==> src/rtl/icache.sv <==
// icache: direct-mapped instruction cache, one 32-bit instruction per line,
//   sitting between the instruction fetcher and the byte-wide memory arbiter.
// Latency: hit returns 1 cycle after the request edge; miss returns on the edge
//   that accepts the 4th memory byte (4 byte-return cycles + 1).
// Backpressure: rdy=0 freezes every register and the line arrays; one request
//   at a time, in_fetch_ce is only sampled in IDLE; in_flush aborts a miss.
// Optional feature: define ICACHE_PERF_EN to add saturating hit/miss counters.
// Ports:
//   clk, rst (sync, active-low), rdy (global freeze when 0)
//   in_fetch_ce/in_fetch_pc         -> fetch request (pc[1:0] ignored)
//   out_fetch_ce/out_fetch_instr    -> 1-cycle result pulse and instruction
//   in_flush                        -> misbranch abort, preserves valid lines
//   out_mem_ce/out_mem_addr         -> byte read request, held until 4 bytes back
//   in_mem_ce/in_mem_byte           -> returned byte strobe and data
//   out_hit_cnt/out_miss_cnt        -> lookup counters (ICACHE_PERF_EN only)
module icache #(
  parameter int INDEX_BITS = 6
) (
  input  logic        clk,
  input  logic        rst,
  input  logic        rdy,
  input  logic        in_fetch_ce,
  input  logic [31:0] in_fetch_pc,
  output logic        out_fetch_ce,
  output logic [31:0] out_fetch_instr,
  input  logic        in_flush,
  output logic        out_mem_ce,
  output logic [31:0] out_mem_addr,
  input  logic        in_mem_ce,
  input  logic [7:0]  in_mem_byte
`ifdef ICACHE_PERF_EN
  ,
  output logic [31:0] out_hit_cnt,
  output logic [31:0] out_miss_cnt
`endif
);

  localparam int LINES    = 1 << INDEX_BITS;
  localparam int TAG_BITS = 30 - INDEX_BITS;

  typedef enum logic {
    IDLE = 1'b0,
    MISS = 1'b1
  } state_t;

  state_t state_q;
  state_t state_d;

  logic [LINES-1:0]    valid_q;
  logic [TAG_BITS-1:0] tag_mem  [LINES];
  logic [31:0]         data_mem [LINES];

  // Latched request address (word aligned) and fill progress.
  logic [31:2] pc_q;
  logic [1:0]  cnt_q;
  logic [23:0] part_q;   // first three bytes of the line being filled

  logic [INDEX_BITS-1:0] req_idx;
  logic [INDEX_BITS-1:0] fill_idx;
  logic [TAG_BITS-1:0]   req_tag;
  logic                  req_hit;
  logic                  lookup;
  logic                  fill_done;

  // Byte offset of the fetch pc never matters for a word-wide cache.
  logic unused_pc_bits;
  assign unused_pc_bits = ^in_fetch_pc[1:0];

  assign req_idx  = in_fetch_pc[INDEX_BITS+1:2];
  assign req_tag  = in_fetch_pc[31:INDEX_BITS+2];
  assign fill_idx = pc_q[INDEX_BITS+1:2];
  assign req_hit  = valid_q[req_idx] && (tag_mem[req_idx] == req_tag);

  // Next-state logic. Flush wins over both a same-cycle lookup and a
  // same-cycle final byte, so neither lookup nor fill_done is raised then.
  always_comb begin
    state_d   = state_q;
    lookup    = 1'b0;
    fill_done = 1'b0;
    if (in_flush) begin
      state_d = IDLE;
    end else begin
      case (state_q)
        IDLE: begin
          if (in_fetch_ce) begin
            lookup = 1'b1;
            if (!req_hit) begin
              state_d = MISS;
            end
          end
        end
        MISS: begin
          if (in_mem_ce && (cnt_q == 2'd3)) begin
            fill_done = 1'b1;
            state_d   = IDLE;
          end
        end
        default: state_d = IDLE;
      endcase
    end
  end

  always_ff @(posedge clk) begin
    if (!rst) begin
      state_q <= IDLE;
    end else if (rdy) begin
      state_q <= state_d;
    end
  end

  // Line arrays carry no reset; valid_q alone decides whether a line is live.
  always_ff @(posedge clk) begin
    if (rst && rdy && fill_done) begin
      tag_mem[fill_idx]  <= pc_q[31:INDEX_BITS+2];
      data_mem[fill_idx] <= {in_mem_byte, part_q};
    end
  end

  always_ff @(posedge clk) begin
    if (!rst) begin
      valid_q         <= '0;
      pc_q            <= '0;
      cnt_q           <= 2'd0;
      part_q          <= '0;
      out_fetch_ce    <= 1'b0;
      out_fetch_instr <= '0;
      out_mem_ce      <= 1'b0;
      out_mem_addr    <= '0;
    end else if (rdy) begin
      out_fetch_ce <= 1'b0;
      if (in_flush) begin
        out_mem_ce <= 1'b0;
        cnt_q      <= 2'd0;
      end else begin
        case (state_q)
          IDLE: begin
            if (in_fetch_ce) begin
              pc_q <= in_fetch_pc[31:2];
              if (req_hit) begin
                out_fetch_ce    <= 1'b1;
                out_fetch_instr <= data_mem[req_idx];
              end else begin
                out_mem_ce   <= 1'b1;
                out_mem_addr <= {in_fetch_pc[31:2], 2'b00};
                cnt_q        <= 2'd0;
              end
            end
          end
          MISS: begin
            if (in_mem_ce) begin
              case (cnt_q)
                2'd0:    part_q[7:0]   <= in_mem_byte;
                2'd1:    part_q[15:8]  <= in_mem_byte;
                2'd2:    part_q[23:16] <= in_mem_byte;
                default: part_q        <= part_q;
              endcase
              // cnt_q wraps back to 0 after the 4th byte.
              cnt_q        <= cnt_q + 2'd1;
              out_mem_addr <= out_mem_addr + 32'd1;
              if (cnt_q == 2'd3) begin
                valid_q[fill_idx] <= 1'b1;
                out_mem_ce        <= 1'b0;
                out_fetch_ce      <= 1'b1;
                out_fetch_instr   <= {in_mem_byte, part_q};
              end
            end
          end
          default: ;
        endcase
      end
    end
  end

`ifdef ICACHE_PERF_EN
  // One count per accepted IDLE lookup; a flushed lookup never asserts lookup.
  always_ff @(posedge clk) begin
    if (!rst) begin
      out_hit_cnt  <= '0;
      out_miss_cnt <= '0;
    end else if (rdy && lookup) begin
      if (req_hit) begin
        if (out_hit_cnt != 32'hFFFF_FFFF) out_hit_cnt <= out_hit_cnt + 32'd1;
      end else begin
        if (out_miss_cnt != 32'hFFFF_FFFF) out_miss_cnt <= out_miss_cnt + 32'd1;
      end
    end
  end
`endif

endmodule
==> config.mk <==
export PLATFORM = sky130hd
export DESIGN_NAME = icache
export DESIGN_NICKNAME = d
export VERILOG_FILES = /design/src/rtl/icache.sv
export SDC_FILE = /design/constraint.sdc
export NUM_CORES = 2
export LEC_CHECK = 0
export CAP_MARGIN = 10
export CORE_MARGIN = 5
export CORE_UTILIZATION = 60
export CTS_BUF_LIST = sky130_fd_sc_hd__clkbuf_4 sky130_fd_sc_hd__clkbuf_8 sky130_fd_sc_hd__clkbuf_16
export DETAILED_ROUTE_END_ITERATION = 12
export PLACE_DENSITY_LB_ADDON = 0.12
export SYNTH_ARGS = -nofsm -noshare
export SYNTH_HDL_FRONTEND = slang
export SYNTH_SLANG_ARGS = --single-unit
==> constraint.sdc <==
create_clock -name clk -period 6.7 [get_ports clk]
set_clock_uncertainty 0.2 [all_clocks]
set_input_delay 0.67 -clock clk [delete_from_list [all_inputs] [get_ports clk]]
set_output_delay 0.67 -clock clk [all_outputs]
set_load 0.03 [all_outputs]
=== After elaboration in Yosys (flattened, before gate mapping) ===
Memories as Yosys holds them, arrays and structs flattened.
Index checks and enable logic that the tools add are counted.

* Multiplexer cells: 40
* Equality and inequality tests: 13
* Reduce and logical (&&, ||, !) cells: 15
* Order comparisons: 3
* Bitwise operators: 3
* Add/subtract/negate cells: 2

{| class="wikitable"
|+ Operator list
! cell !! number
|-
| $mux W32 || 7
|-
| $pmux W32 S2 || 2
|-
| $or A64 B64 Y64 || 1
|-
| $add A32 B1 Y32 const B || 1
|-
| $reduce_and A5 Y1 || 6
|-
| $eq A24 B24 Y1 || 1
|-
| $mux W1 || 21
|-
| $lt A6 B7 Y1 const B || 2
|-
| $ne A3 B3 Y1 const B || 3
|-
| $mux W2 || 4
|-
| $ne A2 B2 Y1 const B || 4
|-
| $reduce_and A4 Y1 || 2
|-
| $bmux W1 S6 || 1
|-
| $demux W1 S6 || 1
|-
| $ge A6 B1 Y1 const B || 1
|-
| $pmux W1 S2 || 3
|-
| $reduce_and A6 Y1 || 1
|-
| $logic_and A1 B1 Y1 || 5
|-
| $eq A2 B2 Y1 const B || 2
|-
| $pmux W2 S2 || 1
|-
| $ne A3 B2 Y1 const B || 1
|-
| $add A2 B1 Y2 const B || 1
|-
| $eq A2 B1 Y1 const B || 1
|-
| $logic_not A2 Y1 || 1
|-
| 2 further kinds || 3
|}

* Memories: 2
* Logic and storage cells: 89
* Output and inout bits: 66
* Register bits after elaboration: 187
* Input bits: 46
* Memory bits (writable): 3,584

{| class="wikitable"
|+ Memory list
! memory !! words !! bits a word !! rd ports !! clocked after memory_dff !! wr ports !! line !! source
|-
| data_mem || 64 || 32 || 1 || 0 || 1 || 51 || <nowiki>logic [31:0] data_mem [LINES];</nowiki>
|-
| tag_mem || 64 || 24 || 1 || 0 || 1 || 50 || <nowiki>logic [TAG_BITS-1:0] tag_mem [LINES];</nowiki>
|}

=== Depth between registers and ports, before layout ===
* Depth in word-level cells: 8
* Depth in mapped cells: 18
* Depth with buffers taken out: 11

=== Worst setup path before layout ===
No wires, ideal clock.

* Kind: input -> register
* Start: input port rdy
* End: memory data_mem[48][0], enable pin
* Stages on the path: 7
* Buffers on the path: 1
* Path slack: 1.859 ns
* Library setup time: 0.472 ns
* Required time: 6.028 ns
* Arrival time: 4.170 ns
* Path through: nor2b_1 -> and3_1 -> clkbuf_1 -> nand2_1 -> nor2_1 -> nand3_1 -> nor2_1

* Longest elaborated chain between the ends: 4

{| class="wikitable"
|+ Ends and longest elaborated chain
! what !! line !! source
|-
| start, declared || 21 || <nowiki>input logic rdy,</nowiki>
|-
| $logic_and A1 B1 Y1 (2 in series) || 113 || <nowiki>if (rst && rdy && fill_done) begin</nowiki>
|-
| $mux W1 || 113 ||
|-
| $mux W1 (implied by the code) || 115 || <nowiki>data_mem[fill_idx] <= {in_mem_byte, part_q};</nowiki>
|-
| end, declared || 51 ||
|}

No other way between the ends.

=== Worst setup path in the final report ===
* Start: input port in_fetch_pc[5]
* End: register out_mem_addr[0]

* Longest elaborated chain between the ends: 5
* Elaborated cells between the ends (all ways): 7
* Those cells by class: eq/ne: 2; mux: 2; reduce/logical: 2; memory: 1

{| class="wikitable"
|+ Ends and longest elaborated chain
! what !! line !! source
|-
| start, declared || 23 || <nowiki>input logic [31:0] in_fetch_pc,</nowiki>
|-
| $mem_v2 Z64 W24 / $bmux W1 S6 (equally long branches) || - ||
|-
| $eq A24 B24 Y1 / $mux W1 (equally long branches) || 72 || <nowiki>assign req_hit = valid_q[req_idx] && (tag_mem[req_idx] == req_tag);</nowiki>
|-
| $logic_and A1 B1 Y1 (*) || 72 ||
|-
| $ne A2 B2 Y1 (no source line) (*) || - ||
|-
| $reduce_and A5 Y1 (no source line) (*) || - ||
|-
| end signal, assigned || 144 || <nowiki>out_mem_addr <= {in_fetch_pc[31:2], 2'b00};</nowiki>
|-
| end signal, assigned || 159 || <nowiki>out_mem_addr <= out_mem_addr + 32'd1;</nowiki>
|-
| end, declared || 28 || <nowiki>output logic [31:0] out_mem_addr,</nowiki>
|}

Every way passes the cells marked *; elsewhere a longest branch is shown, timed or not. The select of a mux whose other input is x is not followed.
A chain may end at the register's enable or synchronous reset.

==> impl_metrics.ini <==
[cts]
path_clk_slew_ns = 0.06
cts_tree = built
worst_skew_pair.late_latency_ns = 0.98
cts_sinks = 3771
clock_path_buffers = 4
cts_resized = 0
cts_made_buffers = 381
htreeDepth = 5
cts_root_buf = clkbuf_16

[synthesis]
syn_area_per_cell_um2 = 22.1
ys_seq_elements = 3771
synth_cells = 6582
netlist_area_mm2 = 0.145
ys_async_sr_fraction_pct = 0
synth_edf_count = 3584
yosysSeqAreaShare_pct = 76.6
synth_ff_type = edfxtp_1
syn-num-nets = 6633
yosysWarnings = 0
synth_cell_types = 88

[floorplanning]
die_area_mm2 = 0.252
num_rows = 180
die_y_um = 502
ios = 112
initial_core_util_pct = 60.3
coreArea_mm2 = 0.241
die_w_um = 502

[place]
place_inst = 9809
dp_hpwl_um = 222000
placed_cell_area_mm2 = 0.152
portBuffers = 109
gp_congestion = 0.867

[detailed_routing]
vias = 75900
postRouteAntennaNets = 0
dr.pass1.iters = 6
wire_per_inst_um = 40.2
post-route-drc-count = 0
drtIter0Drc = 12700
drt-total-wl_um = 422000
viasPerCell = 7.23

[timing]
fin_crit_sh_pct = 76.8
finalMaxSlewViolations = 0
rsz0062_at_grt = no
setup_tns_ns = 0
fmax_ghz = 0.194
fin_crit_ns = 5.14
slew_headroom_pct = 11.8
worstMarginPinSlew_ns = 1.32
hold_viol = 0
finalSetupViolCount = 0
hold-worst-slack_ns = 0.105

[worst_setup_path]
start_kind = input pin
cp_slowest_cell = or4_1
crit_top_cell = buf_4
crit_chain = dlygate4sd3_1, buf_4, buf_4, buf_4, nor3b_1, a32oi_1, nand4_1, or4_1, a2111oi_2, and4_1, and4_2, a21o_1, buf_12, nand3_1, a21oi_1
regToRegSetupSlack_ns = 2.16
cpPeakStageDelay_ns = 0.56
cp.required_ns = 7.37
crit_path_max_fanout = 23
path_class = in -> reg
crit_arrival_ns = 5.81
end_kind = flip-flop

[global_routing]
grt_max_degree = 142
grt_pass1_vias = 74100
grtUsageTotal_pct = 33.7
grt_pass1_wl_um = 584000
antenna_found_initial = 6
grt.overflow.total = 0

[pwr]
combinationalPowerShare_pct = 3.5
power_density_mw_per_mm2 = 294
pwr-share-seq_pct = 52.9
peakVddDrop_v = 0.000248
p_sw_mw = 9.72
p_sw_share_pct = 20.1
power_mw = 48.5
p_leak_nw = 58.4
p_clk_share_pct = 43.7
p_int_mw = 38.7

[finish]
final_cell_area_mm2 = 0.165
final_nets = 7062
layout-drive-gt1-share_pct = 29.5
areaGrowthSynthToFinish_pct = 13.3
final_cells = 10500

[flow_run]
maxCapViolCount = 0

[run_status]
run_status = complete, no violations

[hold_path]
hold_path_class = in -> reg
-- critical path, delay by kind of cell --
family          cells  cell delay, ns
compound gates      4            1.55
buf+inv             5            1.89
simple gates        6            1.67
-- stage by stage --
| step | util (%) | setup WS [ns] |
|---|---|---|
| after floorplan | - | 1.86 |
| after global placement | 63.2 | 1.09 |
| after detailed placement | 63.2 | 1.07 |
| after CTS | 68.4 | 1.78 |
| after global routing | 68.4 | 1.33 |
| final | 68.4 | 1.56 |
-- power groups by stage --
stage / Clock [mW] / Sequential (mW) / Combinational (mW)
global placement: 0 / 26.1 / 1.64
global route: 22.4 / 25.6 / 1.75
CTS: 21.3 / 25.6 / 1.66
finish: 21.2 / 25.6 / 1.67
detailed placement: 0 / 26.1 / 1.65
floorplan: 0 / 26.1 / 1.02
-- synthesized netlist by cell type (39+ instances only) --
library cell / count / area share (%)
nand2_1: 204 / 0.53
a31oi_1: 62 / 0.27
mux2i_1: 120 / 0.83
edfxtp_1: 3584 / 74
buf_2: 114 / 0.39
clkbuf_1: 174 / 0.45
a21oi_1: 113 / 0.39
mux4_2: 1039 / 16
dfxtp_1: 187 / 2.6
nor2_1: 158 / 0.41
a21o_1: 65 / 0.34
nand3_1: 102 / 0.35
buf_4: 39 / 0.20
-- layout by cell type (no fill, tap or decap), types with 21 or more instances in the layout --
master	instances
edfxtp_1	3584
mux4_2	1039
clkbuf_16	386
buf_4	252
nand2_1	203
dfxtp_1	157
mux2i_1	120
a21oi_1	113
clkbuf_4	110
nand3_1	102
clkdlybuf4s50_1	94
nor2_1	93
nor2_4	65
a21o_1	65
a31oi_1	62
buf_12	62
clkinv_2	61
clkinv_1	48
nand4_1	38
a22oi_1	38
o22ai_1	38
o221ai_1	38
nor2b_1	32
o21ai_0	31
bufinv_16	31
dfxtp_2	30
clkbuf_8	29
mux2_2	27
and3_1	27
nor3_1	23
o21ai_1	21
-- repair_timing --
action / 4_1_cts / 5_1_grt
buffers inserted: 0 / 0
endpoints found under the setup margin: 0 / 0
hold endpoints to repair: 1 / 17
hold buffers: 1 / 1
-- metal layers --
| layer | track usage [%] | up-vias | part of all wire (%) |
|---|---|---|---|
| met5 | 0 | - | 0.0031 |
| met4 | 16.1 | 2 | 5.8 |
| met3 | 8.25 | 1108 | 13 |
| met2 | 49.8 | 5681 | 45 |
| met1 | 48.4 | 40200 | 36 |
| li1 | - | 28900 | - |
-- layout make-up --
| cell class | count | area [um^2] |
|---|---|---|
| Antenna cell | 5 | 12.5 |
| Clock buffer | 525 | 10900 |
| Clock inverter | 155 | 1570 |
| Fill cell | 14800 | 76200 |
| Inverter | 14 | 63.8 |
| Multi-Input combinational cell | 2421 | 32700 |
| Sequential cell | 3771 | 111000 |
| Tap cell | 3185 | 3990 |
| Timing Repair Buffer | 422 | 4200 |
-- worst paths after layout --
check / to / depth (start not counted) / start
worst max-delay path: out_mem_addr[0] / 15 / in_fetch_pc[5]
worst max register to register: out_mem_addr[0] / 11 / tag_mem[23][17]
worst min register to register: valid_q[56] / 1 / valid_q[56]
worst min-delay path: out_fetch_instr[14] / 3 / rst
-- sequential cells by signal (all words and copies together) (netlist names) --
register / cells
pc_q: 30
part_q: 24
valid_q: 64
out_mem_addr: 32
state_q: 1
cnt_q: 2
data_mem: 2048
out_fetch_ce: 1
out_fetch_instr: 32
out_mem_ce: 1
tag_mem: 1536
-- kinds of logic (layout without fill, tap and decap cells) --
kind of cell / after synthesis / after routing / share of synthesized area [%]
simple gates: 701 / 701 / 2.43
xor+xnor: 14 / 14 / 0.0843
flops: 3771 / 3771 / 76.6
mux: 1187 / 1187 / 17.1
fa+ha+maj: 5 / 5 / 0.0430
other cells: 0 / 5 / 0
buf+inv: 390 / 1116 / 1.31
compound gates: 514 / 514 / 2.42
No activity file was read; power rests on OpenSTA's default activity.
